## src/rtl/result_sender_if.sv

```systemverilog
// result_sender_if: read port of the 1-bit result memory (address out, pixel in).
// The sender drives the address through the master modport. The memory
// answers one clock later through the slave modport.
interface result_sender_if #(
    parameter int unsigned WIDTH_BITS  = 8,
    parameter int unsigned HEIGHT_BITS = 8
);
    logic [WIDTH_BITS-1:0]  oResultCol;
    logic [HEIGHT_BITS-1:0] oResultRow;
    logic                   iResultData;

    modport master (output oResultCol, output oResultRow, input iResultData);
    modport slave  (input oResultCol, input oResultRow, output iResultData);
endinterface

```

## src/rtl/result_sender.sv

```systemverilog
// result_sender: reads the binary result image in raster order and sends it
// over a UART line (8N1, LSB first). Each byte packs 8 consecutive pixels,
// with the first pixel in bit 0.
// Optional feature: define RESULT_SENDER_HEADER_EN to send a 4-byte header
// (A5, 5A, WIDTH-1, HEIGHT-1) before the pixel bytes.
module result_sender #(
    parameter int unsigned WIDTH_BITS   = 8,
    parameter int unsigned HEIGHT_BITS  = 8,
    parameter int unsigned WIDTH        = 2**WIDTH_BITS,
    parameter int unsigned HEIGHT       = 2**HEIGHT_BITS,
    parameter int unsigned CLKS_PER_BIT = 434
) (
    input  logic             clock,
    input  logic             reset,
    result_sender_if.master  mem,
    input  logic [2:0]       global_state,
    output logic             oTx,
    output logic             oBusy,
    output logic             finished
);
    localparam int unsigned PTR_W  = WIDTH_BITS + HEIGHT_BITS;
    localparam int unsigned BAUD_W = (CLKS_PER_BIT > 1) ? $clog2(CLKS_PER_BIT) : 1;
    localparam logic [PTR_W-1:0]      LAST_PTR  = PTR_W'(WIDTH*HEIGHT - 8);
    localparam logic [BAUD_W-1:0]     BAUD_LAST = BAUD_W'(CLKS_PER_BIT - 1);
    localparam logic [WIDTH_BITS:0]   COL_WRAP  = (WIDTH_BITS+1)'(WIDTH);

    typedef enum logic [2:0] {
        S_IDLE,
`ifdef RESULT_SENDER_HEADER_EN
        S_HEADER,
`endif
        S_FETCH,
        S_START,
        S_DATA,
        S_STOP,
        S_DONE
    } state_e;

    state_e                  state_q, state_d;
    logic [PTR_W-1:0]        ptr_q, ptr_d;        // first pixel of the current byte
    logic [WIDTH_BITS-1:0]   col_q, col_d;        // column of ptr_q
    logic [HEIGHT_BITS-1:0]  row_q, row_d;        // row of ptr_q
    logic [3:0]              fetch_q, fetch_d;    // 0..8 inside FETCH
    logic [7:0]              shift_q, shift_d;    // byte being sent
    logic [2:0]              bit_q, bit_d;
    logic [BAUD_W-1:0]       baud_q, baud_d;
    logic                    finished_q, finished_d;

    logic                    go;
    logic                    baud_end;
    logic [WIDTH_BITS:0]     col_step;

    assign go       = (global_state == 3'd2);
    assign baud_end = (baud_q == BAUD_LAST);
    // Bytes never straddle a row because WIDTH is a multiple of 8.
    assign col_step = {1'b0, col_q} + (WIDTH_BITS+1)'(8);

    assign mem.oResultCol = (state_q == S_FETCH) ? col_q + WIDTH_BITS'(fetch_q[2:0]) : col_q;
    assign mem.oResultRow = row_q;
    assign finished       = finished_q;

`ifdef RESULT_SENDER_HEADER_EN
    logic [2:0] hdr_cnt_q, hdr_cnt_d;  // header bytes already sent (4 = header done)
    logic [7:0] hdr_byte;

    // Header byte selected by how many header bytes have gone out.
    always_comb begin
        case (hdr_cnt_q[1:0])
            2'd0:    hdr_byte = 8'hA5;
            2'd1:    hdr_byte = 8'h5A;
            2'd2:    hdr_byte = 8'(WIDTH - 1);
            default: hdr_byte = 8'(HEIGHT - 1);
        endcase
    end
`endif

    // State and datapath registers; reset may hit at any point in a byte.
    always_ff @(posedge clock or posedge reset) begin
        if (reset) begin
            state_q    <= S_IDLE;
            ptr_q      <= '0;
            col_q      <= '0;
            row_q      <= '0;
            fetch_q    <= '0;
            shift_q    <= '0;
            bit_q      <= '0;
            baud_q     <= '0;
            finished_q <= 1'b0;
`ifdef RESULT_SENDER_HEADER_EN
            hdr_cnt_q  <= '0;
`endif
        end else begin
            state_q    <= state_d;
            ptr_q      <= ptr_d;
            col_q      <= col_d;
            row_q      <= row_d;
            fetch_q    <= fetch_d;
            shift_q    <= shift_d;
            bit_q      <= bit_d;
            baud_q     <= baud_d;
            finished_q <= finished_d;
`ifdef RESULT_SENDER_HEADER_EN
            hdr_cnt_q  <= hdr_cnt_d;
`endif
        end
    end

    // Next-state, fetch/shift/baud sequencing and line outputs.
    always_comb begin
        state_d    = state_q;
        ptr_d      = ptr_q;
        col_d      = col_q;
        row_d      = row_q;
        fetch_d    = fetch_q;
        shift_d    = shift_q;
        bit_d      = bit_q;
        baud_d     = baud_q;
        finished_d = finished_q;
`ifdef RESULT_SENDER_HEADER_EN
        hdr_cnt_d  = hdr_cnt_q;
`endif
        oTx   = 1'b1;
        oBusy = 1'b1;

        case (state_q)
            S_IDLE: begin
                oBusy = 1'b0;
                if (go && !finished_q) begin
`ifdef RESULT_SENDER_HEADER_EN
                    state_d = (hdr_cnt_q != 3'd4) ? S_HEADER : S_FETCH;
`else
                    state_d = S_FETCH;
`endif
                end
            end
`ifdef RESULT_SENDER_HEADER_EN
            S_HEADER: begin
                shift_d = hdr_byte;
                baud_d  = '0;
                state_d = S_START;
            end
`endif
            S_FETCH: begin
                // Data for the address driven in the previous cycle arrives now.
                if (fetch_q != 4'd0) begin
                    shift_d = {mem.iResultData, shift_q[7:1]};
                end
                if (fetch_q == 4'd8) begin
                    fetch_d = '0;
                    baud_d  = '0;
                    state_d = S_START;
                end else begin
                    fetch_d = fetch_q + 4'd1;
                end
            end
            S_START: begin
                oTx = 1'b0;
                if (baud_end) begin
                    baud_d  = '0;
                    bit_d   = '0;
                    state_d = S_DATA;
                end else begin
                    baud_d = baud_q + BAUD_W'(1);
                end
            end
            S_DATA: begin
                oTx = shift_q[bit_q];
                if (baud_end) begin
                    baud_d = '0;
                    if (bit_q == 3'd7) begin
                        state_d = S_STOP;
                    end else begin
                        bit_d = bit_q + 3'd1;
                    end
                end else begin
                    baud_d = baud_q + BAUD_W'(1);
                end
            end
            S_STOP: begin
                if (baud_end) begin
                    baud_d = '0;
`ifdef RESULT_SENDER_HEADER_EN
                    if (hdr_cnt_q != 3'd4) begin
                        hdr_cnt_d = hdr_cnt_q + 3'd1;
                        if (!go) begin
                            state_d = S_IDLE;
                        end else if (hdr_cnt_q == 3'd3) begin
                            state_d = S_FETCH;
                        end else begin
                            state_d = S_HEADER;
                        end
                    end else
`endif
                    if (ptr_q == LAST_PTR) begin
                        finished_d = 1'b1;
                        state_d    = S_DONE;
                    end else begin
                        // Advance before a possible pause so resume picks up the next byte.
                        ptr_d = ptr_q + PTR_W'(8);
                        if (col_step == COL_WRAP) begin
                            col_d = '0;
                            row_d = row_q + HEIGHT_BITS'(1);
                        end else begin
                            col_d = col_step[WIDTH_BITS-1:0];
                        end
                        state_d = go ? S_FETCH : S_IDLE;
                    end
                end else begin
                    baud_d = baud_q + BAUD_W'(1);
                end
            end
            S_DONE: begin
                oBusy = 1'b0;
            end
            default: begin
                state_d = S_IDLE;
            end
        endcase
    end
endmodule
```

## src/flat_wrapper.sv

```systemverilog
// flat-port wrapper written by rule: the top's interface ports become plain ports
module result_sender_flat 
#(
    parameter int unsigned WIDTH_BITS   = 8,
    parameter int unsigned HEIGHT_BITS  = 8,
    parameter int unsigned WIDTH        = 2**WIDTH_BITS,
    parameter int unsigned HEIGHT       = 2**HEIGHT_BITS,
    parameter int unsigned CLKS_PER_BIT = 434
)
  (clock, reset, global_state, oTx, oBusy, finished, mem_oResultCol, mem_oResultRow, mem_iResultData);
  result_sender_if #(.WIDTH_BITS(WIDTH_BITS), .HEIGHT_BITS(HEIGHT_BITS)) mem_i ();
  input  logic clock;
  input  logic reset;
  input  logic [2:0] global_state;
  output logic oTx;
  output logic oBusy;
  output logic finished;
  output wire logic [$bits(mem_i.oResultCol)-1:0] mem_oResultCol;
  output wire logic [$bits(mem_i.oResultRow)-1:0] mem_oResultRow;
  input wire logic [$bits(mem_i.iResultData)-1:0] mem_iResultData;
  assign mem_oResultCol = mem_i.oResultCol;
  assign mem_oResultRow = mem_i.oResultRow;
  assign mem_i.iResultData = mem_iResultData;
  result_sender #(.WIDTH_BITS(WIDTH_BITS), .HEIGHT_BITS(HEIGHT_BITS), .WIDTH(WIDTH), .HEIGHT(HEIGHT), .CLKS_PER_BIT(CLKS_PER_BIT)) u_core (.clock(clock), .reset(reset), .mem(mem_i), .global_state(global_state), .oTx(oTx), .oBusy(oBusy), .finished(finished));
endmodule
```

## config.mk

```make
export PLATFORM = sky130hd
export DESIGN_NAME = result_sender_flat
export DESIGN_NICKNAME = d
export VERILOG_FILES = /design/src/rtl/result_sender_if.sv /design/src/rtl/result_sender.sv /design/src/flat_wrapper.sv
export SDC_FILE = /design/constraint.sdc
export NUM_CORES = 1
export LEC_CHECK = 0
export BUFFER_PORTS_ARGS = -buffer_cell sky130_fd_sc_hd__buf_2
export CORE_MARGIN = 2
export CORE_UTILIZATION = 50
export DETAILED_ROUTE_END_ITERATION = 8
export GPL_TIMING_DRIVEN = 1
export PLACE_DENSITY = 0.72
export SYNTH_ARGS = -nofsm -noshare
export SYNTH_HDL_FRONTEND = slang
export SYNTH_SLANG_ARGS = --single-unit
```

## constraint.sdc

```tcl
create_clock -name clock -period 3.6 [get_ports clock]
set_input_delay 0.36 -clock clock [delete_from_list [all_inputs] [get_ports clock]]
set_output_delay 0.36 -clock clock [all_outputs]
set_load 0.01 [all_outputs]
```

==> results.md, run 1 <==
- Outcome: finished, final reports clean
- Post-synth EDFFs: 0
- Core area: 0.00517 mm²
- Register bit total from synthesis: 54
- Die Height: 77.6 µm
- Row count: 26
- DIE WIDTH: 77.6 µm
- Place WS: 1.44 ns
- Antenna-violating nets left: 0
- Total global-route track usage: 0.164
- Filler Cells Inserted: 444
- Final Wtd Congestion: 0.826
- Tot Pwr: 1.03 mW
- Number of global-route vias before repair: 1756
- H-tree levels: 2
- Slew headroom: 0.462
- FMAX: 456 MHz
- Commonest non-fill, non-tap cells in the layout: dfrtp_1, nand2_1, buf_2, o21ai_0, nor2_1
- LEAKAGE: 1.39 nW
- TritonCTS clock tree: built
- Post-layout min period: 2.19 ns
- Slowest CP cell: dfrtp_1
- CP endpoint kind: flop
- First-pass GRT wire length: 8.02 mm
- Tightest Pin Transition: 0.806 ns
- Routed WL: 4.64 mm
- Area of the multi-input gates: 0.00127 mm²
- Final #Nets: 294
- Placed wire-length estimate: 3.34 mm
- Endpoints failing hold: 0
- Placed Instances: 342
- Overflow after GRT: 0
- Postcts setup bufs: 0
- Longest Clk Path Bufs: 2
- CTS Sinks: 54
- Tcrit/Tclk final: 0.609
- Vias per cell: 5.49
- Worst-Skew Late Latency: 0.30 ns
- Num ports: 25
- Initial antenna violation count: 0
- Worst path required time: 3.82 ns
- Critical path startpoint: u_core.baud_q[1]
- CTS Root Buffer Type: clkbuf_8
- PortBufs: 24
- DR vias: 1915
- Critical path launch point type: flop
- Pin count of the biggest net entering global routing: 34
- Net count after synthesis: 274
- Async SR Flop Fraction: 1.00
- Mean area per synthesized cell: 10.5 µm²
- Worst clock skew: 0.0102 ns
- Max Cap Viol: 0
- Cell chain of the critical path: inv_1, ha_1, and4bb_2, and2_1, nand3_1, nor3_1, xor2_1
- P&R area growth vs syn: 9.84%
- Final setup TNS: 0 ns
- Final setup margin: 1.41 ns
- Critical path fanouts, max: 13
- Total Die Area: 0.00602 mm²
- Initial core utilization: 0.524
- Worst hold margin: 0.142 ns
- Final Instance Count excl. Fillers: 349
- PD cells: 346 mW/mm²
- Clock transition at path regs: 0.09 ns
- Routed WL per cell: 13.3 µm
- Post-synthesis cell area: 0.00271 mm²
- Register area: 0.00135 mm²
- Synth Instances: 259
- Inserted Clock Buffers: 5
- Yosys cell types: 42
- Sequential fraction of the synthesis area: 0.499
- R2R Path Start: u_core.baud_q[1]
- RSZ-0062 raised after global routing: no
- Ant. Diodes: 0
- Worst vdd ir: 0.262 mV
- Post-CTS Hold Buffers: 0
- Worst Path Arrival: 2.41 ns
- Iteration-0 DRC Markers: 98
- Most common cell after layout, fill and taps aside: dfrtp_1
- Largest stage delay on the critical path: 0.42 ns
- Min-delay worst type: input port to asynchronous set/reset pin
- First drt pass iteration count: 4
- Warnings, synthesis: 0
- CP Class: flop to flop
- Detailed-route DRC error count: 0
- Endpoints failing setup: 0
- Slew Limit Fails: 0
- # resized after CTS: 0
- Proportion of layout cells with a drive suffix above 1: 0.186
- Synth Flop Type: dfrtp_1
==> layout make-up <==
type	count	area share
Tap cell	70	0.0294
Inverter	9	0.0114
Clock buffer	5	0.0231
Clock inverter	2	0.0130
Multi-Input combinational cell	184	0.426
Sequential cell	54	0.454
Timing Repair Buffer	25	0.0429
==> worst max-delay path, delay by kind of cell, from the launching register on <==
kind | cells | cell delay [ns]
simple gates | 4 | 1.31
flops | 1 | 0.42
xor+xnor | 1 | 0.18
fa+ha+maj | 1 | 0.12
buf+inv | 1 | 0.07
==> per-layer routing <==
layer | up-vias | GRT usage | routed length [µm]
li1 | 945 | - | -
met1 | 946 | 0.227 | 2280
met2 | 20 | 0.264 | 2220
met3 | 4 | 0.0349 | 103
met4 | 0 | 0.0429 | 41
met5 | - | 0 | 0
==> sequential cells by signal, indices dropped and copies added, names as in the netlist <==
signal and cells:
u_core.bit_q 3, u_core.finished 1, u_core.ptr_q 13, u_core.state_q 3, u_core.mem.oResultRow 8, u_core.shift_q 8, u_core.baud_q 9, u_core.col_q 5
u_core.fetch_q 4
==> cells by family (layout without fill, tap and decap cells) <==
| logic type | count (synthesis) | count (layout) | share of synthesized area |
|---|---|---|---|
| buffers and inverters | 21 | 41 | 0.0333 |
| multiplexers | 14 | 14 | 0.0674 |
| adder cells (fa/ha/maj) | 9 | 9 | 0.0416 |
| flip-flops | 54 | 54 | 0.499 |
| AO/OA/AOI/OAI | 40 | 40 | 0.0956 |
| XOR/XNOR | 25 | 25 | 0.0808 |
| AND/OR/NAND/NOR | 96 | 96 | 0.182 |
==> path summary, 6_finish.rpt <==
path                                            end  slack, ns  cells after the start
setup / recovery                   u_core.ptr_q[14]       1.41                      7
hold / removal             u_core.mem.oResultRow[7]       0.14                      2
setup reg to reg                   u_core.ptr_q[14]       1.41                      7
hold reg to reg                    u_core.ptr_q[13]       0.48                      1
max in group asynchronous          u_core.baud_q[3]       2.72                      3
min in group clock                u_core.shift_q[7]       0.29                      2
==> Yosys cell counts, drive strengths merged (2+ instances only) <==
library cell | instances | area share
nor2 | 15 | 0.021
clkbuf | 8 | 0.011
or2 | 2 | 0.0046
mux2 | 11 | 0.047
mux4 | 2 | 0.017
nor3b | 2 | 0.0055
a22o | 4 | 0.013
a21oi | 4 | 0.0074
xnor2 | 14 | 0.045
nand4 | 8 | 0.018
and2 | 2 | 0.0046
nor2b | 4 | 0.0092
o31ai | 3 | 0.0083
nand2b | 2 | 0.0046
nor3 | 8 | 0.015
inv | 9 | 0.012
and3 | 6 | 0.014
ha | 9 | 0.042
buf | 4 | 0.0097
nand2 | 27 | 0.037
and4b | 2 | 0.0074
a21o | 2 | 0.0055
o21ai | 19 | 0.035
nand3 | 13 | 0.024
xor2 | 11 | 0.036
dfrtp | 54 | 0.50
==> power by group <==
group	internal, mW	total [mW]	switching [mW]
registers	0.611	0.614	0.00318
logic	0.00798	0.0216	0.0136
clock network	0.205	0.395	0.190
total	0.823	1.03	0.207
==> stage by stage <==
stage               instance area [µm²]  utilization
detailed placement                 2870        0.554
global placement                   2870        0.554
floorplan                          2710            -
global route                       2980        0.575
CTS                                2980        0.575
finish                             2980        0.575
Power figures use the tool's default switching activity.
==> run 2, diff against run 1 <==
--- a/config.mk
+++ b/config.mk
@@ -10,7 +10,7 @@
 export CORE_UTILIZATION = 50
 export DETAILED_ROUTE_END_ITERATION = 8
 export GPL_TIMING_DRIVEN = 1
-export PLACE_DENSITY = 0.72
+export PLACE_DENSITY = 0.75
 export SYNTH_ARGS = -nofsm -noshare
 export SYNTH_HDL_FRONTEND = slang
 export SYNTH_SLANG_ARGS = --single-unit
==> constraint.sdc (replaced) <==
create_clock -name clock -period 1.88 [get_ports clock]
set_input_delay 0.188 -clock clock [delete_from_list [all_inputs] [get_ports clock]]
set_output_delay 0.188 -clock clock [all_outputs]
set_load 0.01 [all_outputs]
==> results.md, run 2 (synthesis results as in run 1) <==
- LEAKAGE: 1.55 nW (+12%)
- TritonCTS clock tree: built
- WHS Path Cells: 2
- Final #Nets: 323 (+9.9%)
- DR vias: 2051 (+7.1%)
- Endpoints failing hold: 0 (unchanged)
- Slowest CP cell: or4_4
- Largest Register: u_core.ptr_q
- Die Height: 77.6 µm (unchanged)
- First-pass GRT wire length: 8.98 mm (+12%)
- Iteration-0 DRC Markers: 98 (unchanged)
- Commonest non-fill, non-tap cells in the layout: dfrtp_1, nand2_1, buf_4, buf_2, o21ai_0
- Initial core utilization: 0.524 (unchanged)
- FMAX: 533 MHz (+17%)
- Initial antenna violation count: 0 (unchanged)
- Critical path startpoint: u_core.ptr_q[3]
- Critical Path Sink: u_core.mem.oResultRow[1]
- Worst Path Arrival: 2.08 ns (-0.33 ns)
- Tot Pwr: 2.00 mW (+94%)
- Min-delay worst type: input port to flop
- Outcome: finished, final reports clean
- Max reg flops: 13 (unchanged)
- CP delay by family, top: simple AND/OR/NAND/NOR gates
- CP Class: flop to flop
- Critical path fanouts, max: 8 (-5)
- Tightest Pin Transition: 0.461 ns (-0.346 ns)
- H-tree levels: 2 (unchanged)
- Cell chain of the critical path: ha_2, nand4_1, or4_4, and4b_2, mux2_4
- Largest regs: u_core.ptr_q: 13 flops, u_core.baud_q: 9 flops
- Row count: 26 (unchanged)
- Num ports: 25 (unchanged)
- Placed wire-length estimate: 3.81 mm (+14%)
- Number of global-route vias before repair: 1975 (+12%)
- Total global-route track usage: 0.185 (+0.0208)
- PD cells: 611 mW/mm² (+76%)
- Worst path depth: 5 (-2)
- Tcrit/Tclk final: 0.998 (+0.389)
- Max Cap Viol: 0 (unchanged)
- R2R Path Start: u_core.ptr_q[3]
- Total Die Area: 0.00602 mm² (unchanged)
- Clock transition at path regs: 0.10 ns (about the same)
- Overflow after GRT: 0 (unchanged)
- Worst hold margin: 0.112 ns (-0.0301 ns)
- Largest stage delay on the critical path: 0.46 ns (+0.04 ns)
- Routed WL: 5.39 mm (+16%)
- CTS Sinks: 54 (unchanged)
- CTS Root Buffer Type: clkbuf_8
- Longest Clk Path Bufs: 2 (unchanged)
- Worst-Skew Late Latency: 0.31 ns (about the same)
- Vias per cell: 5.41 (-1.4%)
- CP endpoint kind: flop
- PortBufs: 24 (unchanged)
- Endpoints failing setup: 0 (unchanged)
- Final setup TNS: 0 ns (unchanged)
- DIE WIDTH: 77.6 µm (unchanged)
- Worst path required time: 2.09 ns (-1.73 ns)
- P&R area growth vs syn: 21.0%
- Pin count of the biggest net entering global routing: 35 (+2.9%)
- Final Instance Count excl. Fillers: 379 (+8.6%)
- Buffers and inverters on the worst path: 0 (-1)
- Slew Limit Fails: 0 (unchanged)
- Core area: 0.00517 mm² (unchanged)
- Slew headroom: 0.693 (+0.230)
- Proportion of layout cells with a drive suffix above 1: 0.307 (+0.121)
- Post-layout min period: 1.88 ns (-0.316 ns)
- Ant. Diodes: 0 (unchanged)
- Routed WL per cell: 14.2 µm (+7.0%)
- Antenna-violating nets left: 0 (unchanged)
- Final Wtd Congestion: 0.793 (-3.9%)
- Inserted Clock Buffers: 5 (unchanged)
- Most common cell after layout, fill and taps aside: dfrtp_1
- First drt pass iteration count: 4 (unchanged)
- RSZ-0062 raised after global routing: yes
- Worst reg2reg path endpoint: u_core.mem.oResultRow[1]
- Detailed-route DRC error count: 0 (unchanged)
- Placed Instances: 367 (+7.3%)
- Worst clock skew: 0.0110 ns (+0.000800 ns)
- Worst Reg2Reg Path Length in Cells: 5 (-2)
- Reg2Reg Setup Slack: 0.003 ns (-1.40 ns)
- Worst vdd ir: 0.321 mV (+22%)
- Critical path launch point type: flop
## run 2: changes by cell type in the layout (fill, tap and decap cells not counted), sizes merged
cell,change
buf,+28
dlygate4sd3,+1
inv,+1
## run 2: layer usage
metal | up-vias | routed length, µm | global-route usage
li1 | 1009 | - | -
met2 | 41 | 2670 | 0.301
met1 | 994 | 2480 | 0.244
met5 | - | 0 | 0
met3 | 7 | 179 | 0.0430
met4 | 0 | 65 | 0.0625
## run 2: layout make-up
cell class	instances	area, µm²
tap	70	87.6
inverter	9	33.8
fill	401	1890
sequential	54	1350
clock buffer	5	68.8
multi-input combinational	184	1320
timing repair buffer	54	370
clock inverter	3	43.8
## run 2: timing repair
action / 4_1_cts / 5_1_grt
resized for setup: 3 / 12
cloned: 0 / 1
endpoints found under the setup margin: 2 / 18
hold buffers: 1 / 0
pin swaps: 0 / 4
buffers inserted: 0 / 2
hold endpoints to repair: 20 / 0
## run 2: worst min path at each step
stage	start	endpoint
floorplan	mem_iResultData	u_core.shift_q[7]
global placement	reset	u_core.shift_q[7]
detailed placement	reset	u_core.shift_q[7]
CTS	mem_iResultData	u_core.shift_q[7]
global route	mem_iResultData	u_core.shift_q[7]
finish	mem_iResultData	u_core.shift_q[7]
## run 2: where the power goes
part	switching [mW]	internal, mW	total (mW)	leakage [nW]
registers	0.00623	1.17	1.18	0.720
logic	0.0277	0.0195	0.0472	0.777
clock network	0.381	0.399	0.780	0.0585
total	0.415	1.59	2.00	1.55
## run 2: metrics by stage
| step | cell area [µm²] | utilization | worst slack [ns] |
|---|---|---|---|
| after floorplan | 2710 | - | -0.0320 |
| after global placement | 3080 | 0.596 | 0.0343 |
| after detailed placement | 3080 | 0.596 | -0.0121 |
| after CTS | 3210 | 0.621 | 0.0259 |
| after global routing | 3280 | 0.634 | -0.0547 |
| final | 3280 | 0.634 | 0.00287 |
